==> config.mk <==
export PLATFORM = sky130hd
export DESIGN_NAME = l2_mem_pwr_seq
export DESIGN_NICKNAME = d
export VERILOG_FILES = /design/src/rtl/l2_p_pkg.sv /design/src/rtl/l2_pwr_gate.sv /design/src/rtl/l2_mem_pwr_seq.sv
export SDC_FILE = /design/constraint.sdc
export NUM_CORES = 1
export LEC_CHECK = 0
export ABC_CLOCK_PERIOD_IN_PS = 5400
export CAP_MARGIN = 5
export CORE_ASPECT_RATIO = 0.6
export CORE_MARGIN = 5
export CORE_UTILIZATION = 38
export DETAILED_ROUTE_END_ITERATION = 12
export GPL_TIMING_DRIVEN = 0
export PLACE_DENSITY_LB_ADDON = 0.08
export SLEW_MARGIN = 5
export SYNTH_ARGS = -nofsm -noshare
export SYNTH_HDL_FRONTEND = slang
export SYNTH_SLANG_ARGS = --single-unit
==> constraint.sdc <==
create_clock -name i_clk -period 5.4 [get_ports i_clk]
set_input_delay 1.08 -clock i_clk [delete_from_list [all_inputs] [get_ports i_clk]]
set_output_delay 1.08 -clock i_clk [all_outputs]
set_load 0.005 [all_outputs]
==> src/rtl/l2_p_pkg.sv <==
// Shared types for the L2 memory power sequencer: sequencer states and
// the low-power flavour latched on entry.
package l2_p_pkg;

  typedef enum logic [2:0] {
    ACTIVE,
    DRAIN,
    SETTLE,
    LOWPWR,
    WAKE
  } l2_pwr_state_e;

  typedef enum logic {
    MODE_RET,
    MODE_PDE
  } l2_pwr_mode_e;

endpackage

==> src/rtl/l2_pwr_gate.sv <==
// One AXI address channel gate: valid/ready pass-through when open, a pending
// flag so a presented valid is never withdrawn, and a saturating in-flight counter.
module l2_pwr_gate #(
  parameter int MaxOutstanding = 64,
  localparam int CntW = $clog2(MaxOutstanding + 1)
) (
  input  logic i_clk,
  input  logic i_rst_n,
  input  logic i_open,
  input  logic i_s_valid,
  output logic o_s_ready,
  output logic o_m_valid,
  input  logic i_m_ready,
  input  logic i_dec,
  output logic o_idle,
  output logic o_err
);

  localparam logic [CntW-1:0] CntMax = CntW'(MaxOutstanding);

  logic [CntW-1:0] cnt;
  logic            pending;
  logic            pass;
  logic            inc;

  // A valid already shown to the memory core keeps the channel open until it is taken.
  assign pass      = (i_open && (cnt != CntMax)) || pending;
  assign o_m_valid = pass & i_s_valid;
  assign o_s_ready = pass & i_m_ready;
  assign inc       = o_m_valid & i_m_ready;
  assign o_idle    = (cnt == '0) && !pending;

  always_ff @(posedge i_clk or negedge i_rst_n) begin
    if (!i_rst_n) begin
      cnt     <= '0;
      pending <= 1'b0;
      o_err   <= 1'b0;
    end else begin
      pending <= o_m_valid & ~i_m_ready;
      if (inc && !i_dec) begin
        if (cnt == CntMax) o_err <= 1'b1;
        else               cnt   <= cnt + 1'b1;
      end else if (!inc && i_dec) begin
        if (cnt == '0) o_err <= 1'b1;
        else           cnt   <= cnt - 1'b1;
      end
    end
  end

endmodule

==> src/rtl/l2_mem_pwr_seq.sv <==
// L2 partition SRAM low-power sequencer: blocks and drains AXI address traffic,
// then walks the macros into retention or power-down and back out again.
module l2_mem_pwr_seq
  import l2_p_pkg::*;
#(
  parameter int MaxOutstanding = 64,
  parameter int SettleCycles   = 16,
  localparam int SetW = $clog2(SettleCycles + 1)
) (
  input  logic i_clk,
  input  logic i_rst_n,
  input  logic i_ret_req,
  input  logic i_pde_req,
  output logic o_ret,
  output logic o_pde,
  input  logic i_prn,
  output logic o_prn,
  output logic o_lp_ack,
  output logic o_err,
  input  logic i_axi_s_aw_valid,
  output logic o_axi_s_aw_ready,
  output logic o_axi_m_aw_valid,
  input  logic i_axi_m_aw_ready,
  input  logic i_axi_s_ar_valid,
  output logic o_axi_s_ar_ready,
  output logic o_axi_m_ar_valid,
  input  logic i_axi_m_ar_ready,
  input  logic i_axi_b_hs,
  input  logic i_axi_r_last_hs
);

  localparam logic [SetW-1:0] SettleLoad = SetW'(SettleCycles);

  l2_pwr_state_e   state_q, state_nxt;
  l2_pwr_mode_e    mode_q, mode_nxt;
  logic [SetW-1:0] set_cnt_q, set_cnt_nxt;
  logic            ret_nxt, pde_nxt;
  logic            wr_idle, rd_idle, wr_err, rd_err;
  logic            req;
  l2_pwr_mode_e    req_mode;

  assign req      = i_ret_req | i_pde_req;
  assign req_mode = i_pde_req ? MODE_PDE : MODE_RET;
  assign o_lp_ack = (state_q == LOWPWR);
  assign o_err    = wr_err | rd_err;

  l2_pwr_gate #(.MaxOutstanding(MaxOutstanding)) u_aw_gate (
    .i_clk     (i_clk),
    .i_rst_n   (i_rst_n),
    .i_open    (state_q == ACTIVE),
    .i_s_valid (i_axi_s_aw_valid),
    .o_s_ready (o_axi_s_aw_ready),
    .o_m_valid (o_axi_m_aw_valid),
    .i_m_ready (i_axi_m_aw_ready),
    .i_dec     (i_axi_b_hs),
    .o_idle    (wr_idle),
    .o_err     (wr_err)
  );

  l2_pwr_gate #(.MaxOutstanding(MaxOutstanding)) u_ar_gate (
    .i_clk     (i_clk),
    .i_rst_n   (i_rst_n),
    .i_open    (state_q == ACTIVE),
    .i_s_valid (i_axi_s_ar_valid),
    .o_s_ready (o_axi_s_ar_ready),
    .o_m_valid (o_axi_m_ar_valid),
    .i_m_ready (i_axi_m_ar_ready),
    .i_dec     (i_axi_r_last_hs),
    .o_idle    (rd_idle),
    .o_err     (rd_err)
  );

  always_ff @(posedge i_clk or negedge i_rst_n) begin
    if (!i_rst_n) begin
      state_q   <= ACTIVE;
      mode_q    <= MODE_RET;
      set_cnt_q <= '0;
      o_ret     <= 1'b0;
      o_pde     <= 1'b0;
      o_prn     <= 1'b0;
    end else begin
      state_q   <= state_nxt;
      mode_q    <= mode_nxt;
      set_cnt_q <= set_cnt_nxt;
      o_ret     <= ret_nxt;
      o_pde     <= pde_nxt;
      o_prn     <= i_prn;
    end
  end

  // Once ret/pde is driven the entry runs to LOWPWR regardless of the request level.
  always_comb begin
    state_nxt   = state_q;
    mode_nxt    = mode_q;
    set_cnt_nxt = set_cnt_q;
    ret_nxt     = o_ret;
    pde_nxt     = o_pde;
    unique case (state_q)
      ACTIVE: begin
        if (req) begin
          state_nxt = DRAIN;
          mode_nxt  = req_mode;
        end
      end
      DRAIN: begin
        if (!req) begin
          state_nxt = ACTIVE;
        end else if (wr_idle && rd_idle) begin
          state_nxt   = SETTLE;
          set_cnt_nxt = SettleLoad;
          if (mode_q == MODE_PDE) pde_nxt = 1'b1;
          else                    ret_nxt = 1'b1;
        end
      end
      SETTLE: begin
        if (set_cnt_q != '0) begin
          set_cnt_nxt = set_cnt_q - 1'b1;
        end else if ((mode_q == MODE_RET) || i_prn) begin
          state_nxt = LOWPWR;
        end
      end
      LOWPWR: begin
        if (!req || (req_mode != mode_q)) begin
          state_nxt   = WAKE;
          ret_nxt     = 1'b0;
          pde_nxt     = 1'b0;
          set_cnt_nxt = SettleLoad;
        end
      end
      WAKE: begin
        if (set_cnt_q != '0) begin
          set_cnt_nxt = set_cnt_q - 1'b1;
        end else if ((mode_q == MODE_RET) || !i_prn) begin
          state_nxt = ACTIVE;
        end
      end
      default: state_nxt = ACTIVE;
    endcase
  end

endmodule

Yosys cells after proc, flatten, opt, wreduce, memory -nomap -nowiden:

Index checks and enable logic that the tools add are counted.

* $add $sub $neg: 5
* eq/ne operators: 27
* bitwise logic cells: 13
* multiplexer cells: 40
* reduce and logical (&&, ||, !) cells: 42

Operators by type and width (number)
* $mux 7: 8
* $ne 2x2->1 const B: 13
* $mux 3: 8
* $mux 5: 4
* $mux 1: 16
* $pmux 3 s5: 1
* $pmux 5 s3: 1
* $reduce_and 5->1: 3
* $add 7x1->7 const B: 2
* $eq 7x7->1 const B: 2
* $logic_not 7->1: 2
* $ne 7x7->1 const B: 2
* $sub 7x1->7 const B: 2
* $reduce_and 3->1: 4
* $reduce_bool 2->1: 5
* $logic_and 1x1->1: 9
* $and 1x1->1: 8
* $logic_not 1->1: 8
* $ne 2x1->1 const B: 4
* $reduce_and 7->1: 1
* $eq 3x2->1 const B: 2
* $logic_or 1x1->1: 5
* $reduce_bool 5->1: 1
* $sub 5x1->5 const B: 1
* other kinds (11): 15

* output and inout port bits: 9
* word-level logic and storage cells: 139
* flip-flop bits (word level): 30

Logic depth before layout (Yosys ltp):

Gate-level depths: netlist of run 1.

* depth in word-level cells: 9
* depth in mapped cells: 16

Cells and area by module:

A second synthesis of run 1 with hierarchy kept.

* cell total of the unflattened synthesis: 210
* area, all modules: 2003.2 um2

Modules (own cells, without submodules)
* l2_pwr_gate: area each 638.1 um2, cells an instance 67, instances 2
* l2_mem_pwr_seq: area each 726.9 um2, cells an instance 76, instances 1

Worst setup path before layout of run 1:

No wires, ideal clock.

* path type: input-to-reg
* from: input port i_axi_s_aw_valid
* to: register u_aw_gate.cnt[6]
* slack: 1845 ps
* buffers on the path: 1
* arrival: 3439 ps
* stages: 12
* data required time: 5284 ps
* cells stage by stage: nor2b_1 and2_1 ha_1 clkbuf_1 inv_1 fa_1 a211oi_1 o21bai_1 a21oi_1 nand2_1 or4_1 o311ai_0

* word-level cells in the longest chain between the ends: 6

RTL lines
* from (decl): line l2_mem_pwr_seq.sv:20 `input logic i_axi_s_aw_valid,`
* $and 1x1->1 (*): line l2_pwr_gate.sv:28 `assign o_m_valid = pass & i_s_valid;`
* $and 1x1->1 (*): line l2_pwr_gate.sv:30 `assign inc = o_m_valid & i_m_ready;`
* $logic_not 1->1: line l2_pwr_gate.sv:43 `end else if (!inc && i_dec) begin`
* $logic_and 1x1->1: line l2_pwr_gate.sv:43
* $reduce_bool 2->1 (no line)
* $reduce_and 3->1 (no line)
* to (signal assigned): line l2_pwr_gate.sv:42 `else cnt <= cnt + 1'b1;`
* to (signal assigned): line l2_pwr_gate.sv:45 `else cnt <= cnt - 1'b1;`
* to (decl): line l2_pwr_gate.sv:21 `logic [CntW-1:0] cnt;`

Mark *: on every way between the ends. The rest lies on a longest branch, timed or not.
A chain may end at the register's enable or synchronous reset.

Worst setup path in the final report of run 1:

* from: register state_q[0]
* to: register u_aw_gate.cnt[6]

* word-level cells in the longest chain between the ends: 9

RTL lines
* from (decl): line l2_mem_pwr_seq.sv:34 `l2_pwr_state_e state_q, state_nxt;`
* from (signal assigned): line l2_mem_pwr_seq.sv:82 `state_q <= state_nxt;`
* $logic_not 3->1 (*): line l2_mem_pwr_seq.sv:50 `.i_open (state_q == ACTIVE),`
* $logic_and 1x1->1 (*): line l2_pwr_gate.sv:27 `assign pass = (i_open && (cnt != CntMax)) || pending;`
* $logic_or 1x1->1 (*): line l2_pwr_gate.sv:27
* $and 1x1->1 (*): line l2_pwr_gate.sv:28
* $and 1x1->1 (*): line l2_pwr_gate.sv:30
* $logic_not 1->1: line l2_pwr_gate.sv:43
* $logic_and 1x1->1: line l2_pwr_gate.sv:43
* $reduce_bool 2->1 (no line)
* $reduce_and 3->1 (no line)

Marks and branches as above.

==> metrics.md, run 1 <==
| Metric | Value |
|---|---|
| Clk Latency, worst-skew pair | `280 ps` |
| Worst-path clk slew | `70 ps` |
| CTS tree | `yes` |
| First-pass DRT Iterations | `4` |
| Setup bufs post-CTS | `0` |
| Fin util | `0.466` |
| Sequential area share after synthesis | `0.369` |
| H-tree Lvls | `2` |
| Post-Syn Area | `2030 um^2` |
| Worst Hold Class | `register to register` |
| Final period util | `0.755` |
| Async SR Flop Fraction | `1.00` |
| Total GRT Usage | `0.127` |
| Drt total wl | `3.95 mm` |
| Post-synth cell types | `43` |
| Power per Cell Area | `463 nW/um^2` |
| Vias post-DR | `1510` |
| Leakage power | `1.08 nW` |
| First-pass GRT wire length | `7.00 mm` |
| Crit path DAT | `4240 ps` |
| Slew HR | `0.537` |
| Worst reg2reg setup slack | `1320 ps` |
| Dpl hpwl | `2.99 mm` |
| Total gr overflow | `0` |
| Synth area leader | `dfrtp_1` |
| Clock root buffer | `clkbuf_8` |
| Register bit total from synthesis | `30` |
| Die area | `6960 um^2` |
| Post-synth EDFFs | `0` |
| Maximum clock insertion buffer count | `2` |
| Largest net degree at the start of global routing | `31` |
| Vias in the first global route | `1481` |
| Total power | `1.11 mW` |
| Synth Instances | `216` |
| IO Pins | `20` |
| Critical Path Source Type | `register` |
| Top FF cell, synth | `dfrtp_1` |
| Worst Clk Skew | `6.69 ps` |
| CP endpoint kind | `register` |
| CORE AREA | `5130 um^2` |
| Run status | `completed` |
| Max_cap viols | `0` |
| DIE WIDTH | `104 um` |
| Synth area leaders | `dfrtp_1 37%, ha_1 10%, mux2_2 3.9%` |
| Crit path required time | `5560 ps` |
| DR vias/cell | `4.89` |
| Cts bufs inserted | `5` |
| Filler instances | `495` |
| Syn nets | `246` |
| Most frequent cells in the layout | `30 x dfrtp_1, 20 x nand2_1, 19 x nor2_1` |
| VDD IR max | `0.000210 V` |
| Min-Delay Endpoint | `u_aw_gate.o_err` |
| Post-cts sizing count | `0` |
| Placed Area | `2300 um^2` |
| RD Place Congestion | `0.778` |
| Final Hold Viols | `0` |
| Fin crit period | `4080 ps` |
| Area delta synth->final | `17.7%` |
| Reg2reg end | `u_aw_gate.cnt[6]` |
| Core Rows | `20` |
| Share of the synthesized area in the top cell type | `0.369` |
| Yosys warning count | `0` |
| RSZ-0062 raised after global routing | `no` |
| Layout cell share with drive strength beyond 1 | `0.123` |
| Routed len/inst | `12.8 um` |
| Initial antenna violation count | `0` |
| Max Clk Rate | `245 MHz` |
| Cell depth of the worst flop-to-flop path | `15` |
| Die extent in y | `66.6 um` |
| Antenna Nets Post-Route | `0` |
| CP Max Fanout | `9` |
| Initial drt markers | `36` |
| Endpoints failing setup | `0` |
| DRC | `0` |
| CTS Sinks | `30` |
| Initial core utilization | `0.396` |
| Reg2reg start | `state_q[0]` |
| Mean Syn Cell Area | `9.41 um^2` |
| Slew Viols, Final | `0` |
| Crit path kind | `register to register` |
| Worst-margin pin slew | `695 ps` |
| Hold Startpoint | `u_aw_gate.o_err` |
| Nets | `272` |
| N_diodes | `0` |
| Hold_buf cts | `0` |
| Final hold slack | `446 ps` |
| Most common cell after layout, fill and taps aside | `dfrtp_1` |
| Hold Path Stages | `1` |
| Setup TNS | `0 ps` |
| Cell area after layout | `2390 um^2` |
| Port bufs | `19` |
==> how the worst max path moves through the flow <==
stage | to | start | slack, ps
finish | u_aw_gate.cnt[6] | state_q[0] | 1320
global route | u_aw_gate.cnt[6] | state_q[0] | 910
CTS | u_aw_gate.cnt[6] | state_q[0] | 1300
detailed placement | u_aw_gate.cnt[6] | i_axi_s_aw_valid | 1040
global placement | u_aw_gate.cnt[6] | i_axi_s_aw_valid | 1090
floorplan | u_aw_gate.cnt[6] | i_axi_s_aw_valid | 1850
==> layer usage <==
metal | global-route usage | vias up | share of wire
li1 | - | 805 | -
met1 | 0.174 | 682 | 0.56
met2 | 0.188 | 17 | 0.39
met3 | 0.0378 | 6 | 0.033
met4 | 0.0485 | 0 | 0.013
met5 | 0 | - | 0
==> cell usage after synthesis, types with 2 or more instances <==
library cell and number:
o31ai_2 2, mux2i_1 3, dfrtp_1 30, and2_1 2
a21o_1 4, fa_1 2, o21ai_1 3, ha_1 17
o21ai_0 10, xor2_1 5, inv_1 17, mux2_2 7
o21a_1 3, a21oi_2 2, clkbuf_1 2, nor3_1 7
or4_1 2, nand2_1 20, nor2_1 19, nand2b_1 5
o31ai_1 2, a21oi_1 13, nand2_2 2, o21bai_1 2
xnor2_1 6, nand3_1 4, or2_2 2, nor2b_1 7
a2bb2oi_1 2
==> stage by stage <==
step	std cells	setup slack, ps
detailed placement	301	1040
floorplan	216	1850
global route	309	906
finish	309	1320
global placement	301	1090
CTS	309	1300
==> sequential cells by signal, indices dropped and copies added (netlist names), 3 cells and up <==
register	flops
state_q	3
u_ar_gate.cnt	7
set_cnt_q	5
u_aw_gate.cnt	7
==> critical path: stages, from the launching register on <==
cell      delay [ps]
dfrtp_1          360
clkbuf_1         180
nor3_1           520
a21oi_1          180
nor2b_1          230
and2_1           170
ha_1             130
clkbuf_1         260
inv_1            230
fa_1             470
a211oi_1         270
o21bai_1         130
a21oi_1          230
nand2_1           90
or4_1            390
o311ai_0         100
==> logic make-up (layout without fill, tap and decap cells) <==
| group | count (synthesis) | in the layout | share of synthesized area |
|---|---|---|---|
| mux | 10 | 10 | 0.0536 |
| buf+inv | 20 | 47 | 0.0376 |
| flops | 30 | 30 | 0.369 |
| fa+ha+maj | 19 | 19 | 0.124 |
| simple gates | 75 | 75 | 0.199 |
| xor+xnor | 11 | 11 | 0.0474 |
| compound gates | 51 | 51 | 0.168 |
==> power breakdown <==
group	switching [mW]	internal, mW	total (mW)
sequential	0.0771	0.297	0.374
combinational	0.269	0.276	0.545
clock	0.0857	0.103	0.188
total	0.432	0.675	1.11
==> layout make-up <==
type	count	area, um^2	share of cell area
sequential	30	751	0.314
tap	66	82.6	0.0345
inverter	17	63.8	0.0267
clock buffer	7	86.3	0.0361
clock inverter	1	5.00	0.00209
buffer	3	12.5	0.00523
timing repair buffer	19	185	0.0774
multi-input combinational	166	1200	0.504
(Power assumes the default switching activity.)
==> run 2, diff against run 1 <==
--- a/config.mk
+++ b/config.mk
@@ -5,7 +5,7 @@
 export SDC_FILE = /design/constraint.sdc
 export NUM_CORES = 1
 export LEC_CHECK = 0
-export ABC_CLOCK_PERIOD_IN_PS = 5400
+export ABC_CLOCK_PERIOD_IN_PS = 4160
 export CAP_MARGIN = 5
 export CORE_ASPECT_RATIO = 0.6
 export CORE_MARGIN = 5
==> constraint.sdc (replaced) <==
create_clock -name i_clk -period 4.16 [get_ports i_clk]
set_input_delay 0.832 -clock i_clk [delete_from_list [all_inputs] [get_ports i_clk]]
set_output_delay 0.832 -clock i_clk [all_outputs]
set_load 0.005 [all_outputs]
==> run 2 against run 1 <==
  * Core utilization grew 0.15 points
  * Count of clock-buffer cells in the layout is the same
  * Clock power grew 30%
  * Setup slack lost 910 ps
  * Non-clock buffer count shrank 1
  * Final cell count shrank 0.32%
  * Fmax grew 8.9%
  * Largest cell class unchanged
  * Highest routed layer unchanged
==> metrics.md, run 2 (synthesis gave the netlist of run 1 again) <==
| Metric | Value |
|---|---|
| Initial core utilization | `0.396` |
| Vias post-DR | `1496` |
| Final period util | `0.901` |
| Cell depth of the worst flop-to-flop path | `14` |
| Slowest CP cell | `fa_1` |
| Worst Clk Skew | `5.56 ps` |
| Initial antenna violation count | `0` |
| Crit path kind | `register to register` |
| Dpl hpwl | `2.99 mm` |
| Die extent in y | `66.6 um` |
| Worst-path clk slew | `70 ps` |
| Leakage power | `1.08 nW` |
| Setup TNS | `0 ps` |
| H-tree Lvls | `2` |
| Most used cell, CP | `a21oi_1` |
| Fin crit period | `3750 ps` |
| DIE WIDTH | `104 um` |
| Worst reg2reg setup slack | `410 ps` |
| CP Max Fanout | `9` |
| Largest net degree at the start of global routing | `31` |
| Vias in the first global route | `1481` |
| Area delta synth->final | `18.0%` |
| Power per Cell Area | `603 nW/um^2` |
| Endpoints failing setup | `0` |
| Worst Hold Class | `register to register` |
| Reg2reg end | `u_aw_gate.cnt[6]` |
| Reg2reg start | `state_q[0]` |
| Crit path cell chain | `clkbuf_1, nor3_4, a21oi_1, nor2b_1, and2_1, ha_1, inv_1, fa_1, a211oi_1, o21bai_1, a21oi_1, nand2_1, or4_1, o311ai_0` |
| First-pass DRT Iterations | `4` |
| Most frequent cells in the layout | `30 x dfrtp_1, 20 x nand2_1, 19 x nor2_1` |
| Nets | `271` |
| Slew Viols, Final | `0` |
| Initial drt markers | `31` |
| Total GRT Usage | `0.127` |
| Critical Path Source Type | `register` |
| Hold_buf cts | `0` |
| Core Rows | `20` |
| Port bufs | `19` |
| Routed len/inst | `13.1 um` |
| Worst-margin pin slew | `698 ps` |
| Clk Latency, worst-skew pair | `280 ps` |
| Hold Path Stages | `1` |
| Max_cap viols | `0` |
| VDD IR max | `0.000273 V` |
| IO Pins | `20` |
| Most common cell after layout, fill and taps aside | `dfrtp_1` |
| Min-Delay Endpoint | `u_aw_gate.o_err` |
| DRC | `0` |
| Antenna Nets Post-Route | `0` |
| Placed Area | `2300 um^2` |
| Max Clk Rate | `267 MHz` |
| Run status | `completed` |
| Filler instances | `492` |
| Crit path required time | `4320 ps` |
| Maximum clock insertion buffer count | `2` |
| CTS Sinks | `30` |
| Clock root buffer | `clkbuf_8` |
| Total gr overflow | `0` |
| Die area | `6960 um^2` |
| RSZ-0062 raised after global routing | `no` |
| RD Place Congestion | `0.778` |
| N_diodes | `0` |
| Hold Startpoint | `u_aw_gate.o_err` |
| Buffers & Inverters on Critical Path | `2` |
| Delay-heaviest family, CP | `simple AND/OR/NAND/NOR gates` |
| Cts bufs inserted | `5` |
| Slew HR | `0.535` |
| Crit path DAT | `3910 ps` |
| CORE AREA | `5130 um^2` |
| Final Hold Viols | `0` |
| CTS tree | `yes` |
| Final hold slack | `446 ps` |
| Largest registers | `u_ar_gate.cnt x7, u_aw_gate.cnt x7, set_cnt_q x5` |
| Max incr delay on CP | `460 ps` |
| Cell area after layout | `2400 um^2` |
| Layout cell share with drive strength beyond 1 | `0.128` |
| First-pass GRT wire length | `7.00 mm` |
| Drt total wl | `4.04 mm` |
| DR vias/cell | `4.86` |
| CP endpoint kind | `register` |
run 2: changes by cell type in the layout (fill, tap and decap cells not counted), sizes merged:
cell / change
clkbuf: -1
run 2: metal layers:
metal	track usage	vias to the layer above	wire [um]
met2	0.188	15	1590
met4	0.0485	0	59
met5	0	-	0
li1	-	800	-
met1	0.174	674	2270
met3	0.0378	7	110
run 2: worst register-to-register path: stages (launching register included):
cell	delay (ps)
dfrtp_1	360
clkbuf_1	220
nor3_4	330
a21oi_1	140
nor2b_1	210
and2_1	160
ha_1	300
inv_1	220
fa_1	460
a211oi_1	270
o21bai_1	130
a21oi_1	230
nand2_1	90
or4_1	390
o311ai_0	100
run 2: how the worst max path moves through the flow:
stage	start	end	slack [ps]	depth (start not counted)
4_1_cts	state_q[0]	u_aw_gate.cnt[6]	60	15
3_5_place_dp	i_axi_s_aw_valid	u_aw_gate.cnt[6]	50	13
3_3_place_gp	i_axi_s_aw_valid	u_aw_gate.cnt[6]	90	13
5_1_grt	state_q[0]	u_aw_gate.cnt[6]	70	14
6_report	state_q[0]	u_aw_gate.cnt[6]	410	14
2_1_floorplan	state_q[0]	u_aw_gate.cnt[6]	710	15
run 2: metrics by stage:
| step | total power, mW | std cells | utilization | worst slack, ps |
|---|---|---|---|---|
| 6_report | 1.45 | 308 | 0.468 | 413 |
| 5_1_grt | 1.59 | 308 | 0.468 | 68.4 |
| 4_1_cts | 1.46 | 309 | 0.466 | 57.1 |
| 3_5_place_dp | 1.20 | 301 | 0.448 | 51.3 |
| 3_3_place_gp | 1.19 | 301 | 0.449 | 93.0 |
| 2_1_floorplan | 1.04 | 216 | - | 713 |
run 2: repair_timing:
action                                  in CTS  in global routing
resized for setup                            0                  2
buffers inserted                             0                  0
endpoints found under the setup margin       0                  1
run 2: cell type report:
| cell class | instances | area, um^2 | share of cell area |
|---|---|---|---|
| Multi-Input combinational cell | 166 | 1220 | 0.507 |
| Sequential cell | 30 | 751 | 0.313 |
| Timing Repair Buffer | 19 | 185 | 0.0772 |
| Clock buffer | 7 | 86.3 | 0.0360 |
| Tap cell | 66 | 82.6 | 0.0344 |
| Inverter | 17 | 63.8 | 0.0266 |
| Buffer | 2 | 8.76 | 0.00365 |
| Clock inverter | 1 | 5.00 | 0.00209 |
run 2: power breakdown:
| group | switching, mW | total, mW | internal, mW |
|---|---|---|---|
| registers | 0.101 | 0.487 | 0.386 |
| clock network | 0.111 | 0.244 | 0.133 |
| logic | 0.353 | 0.716 | 0.363 |
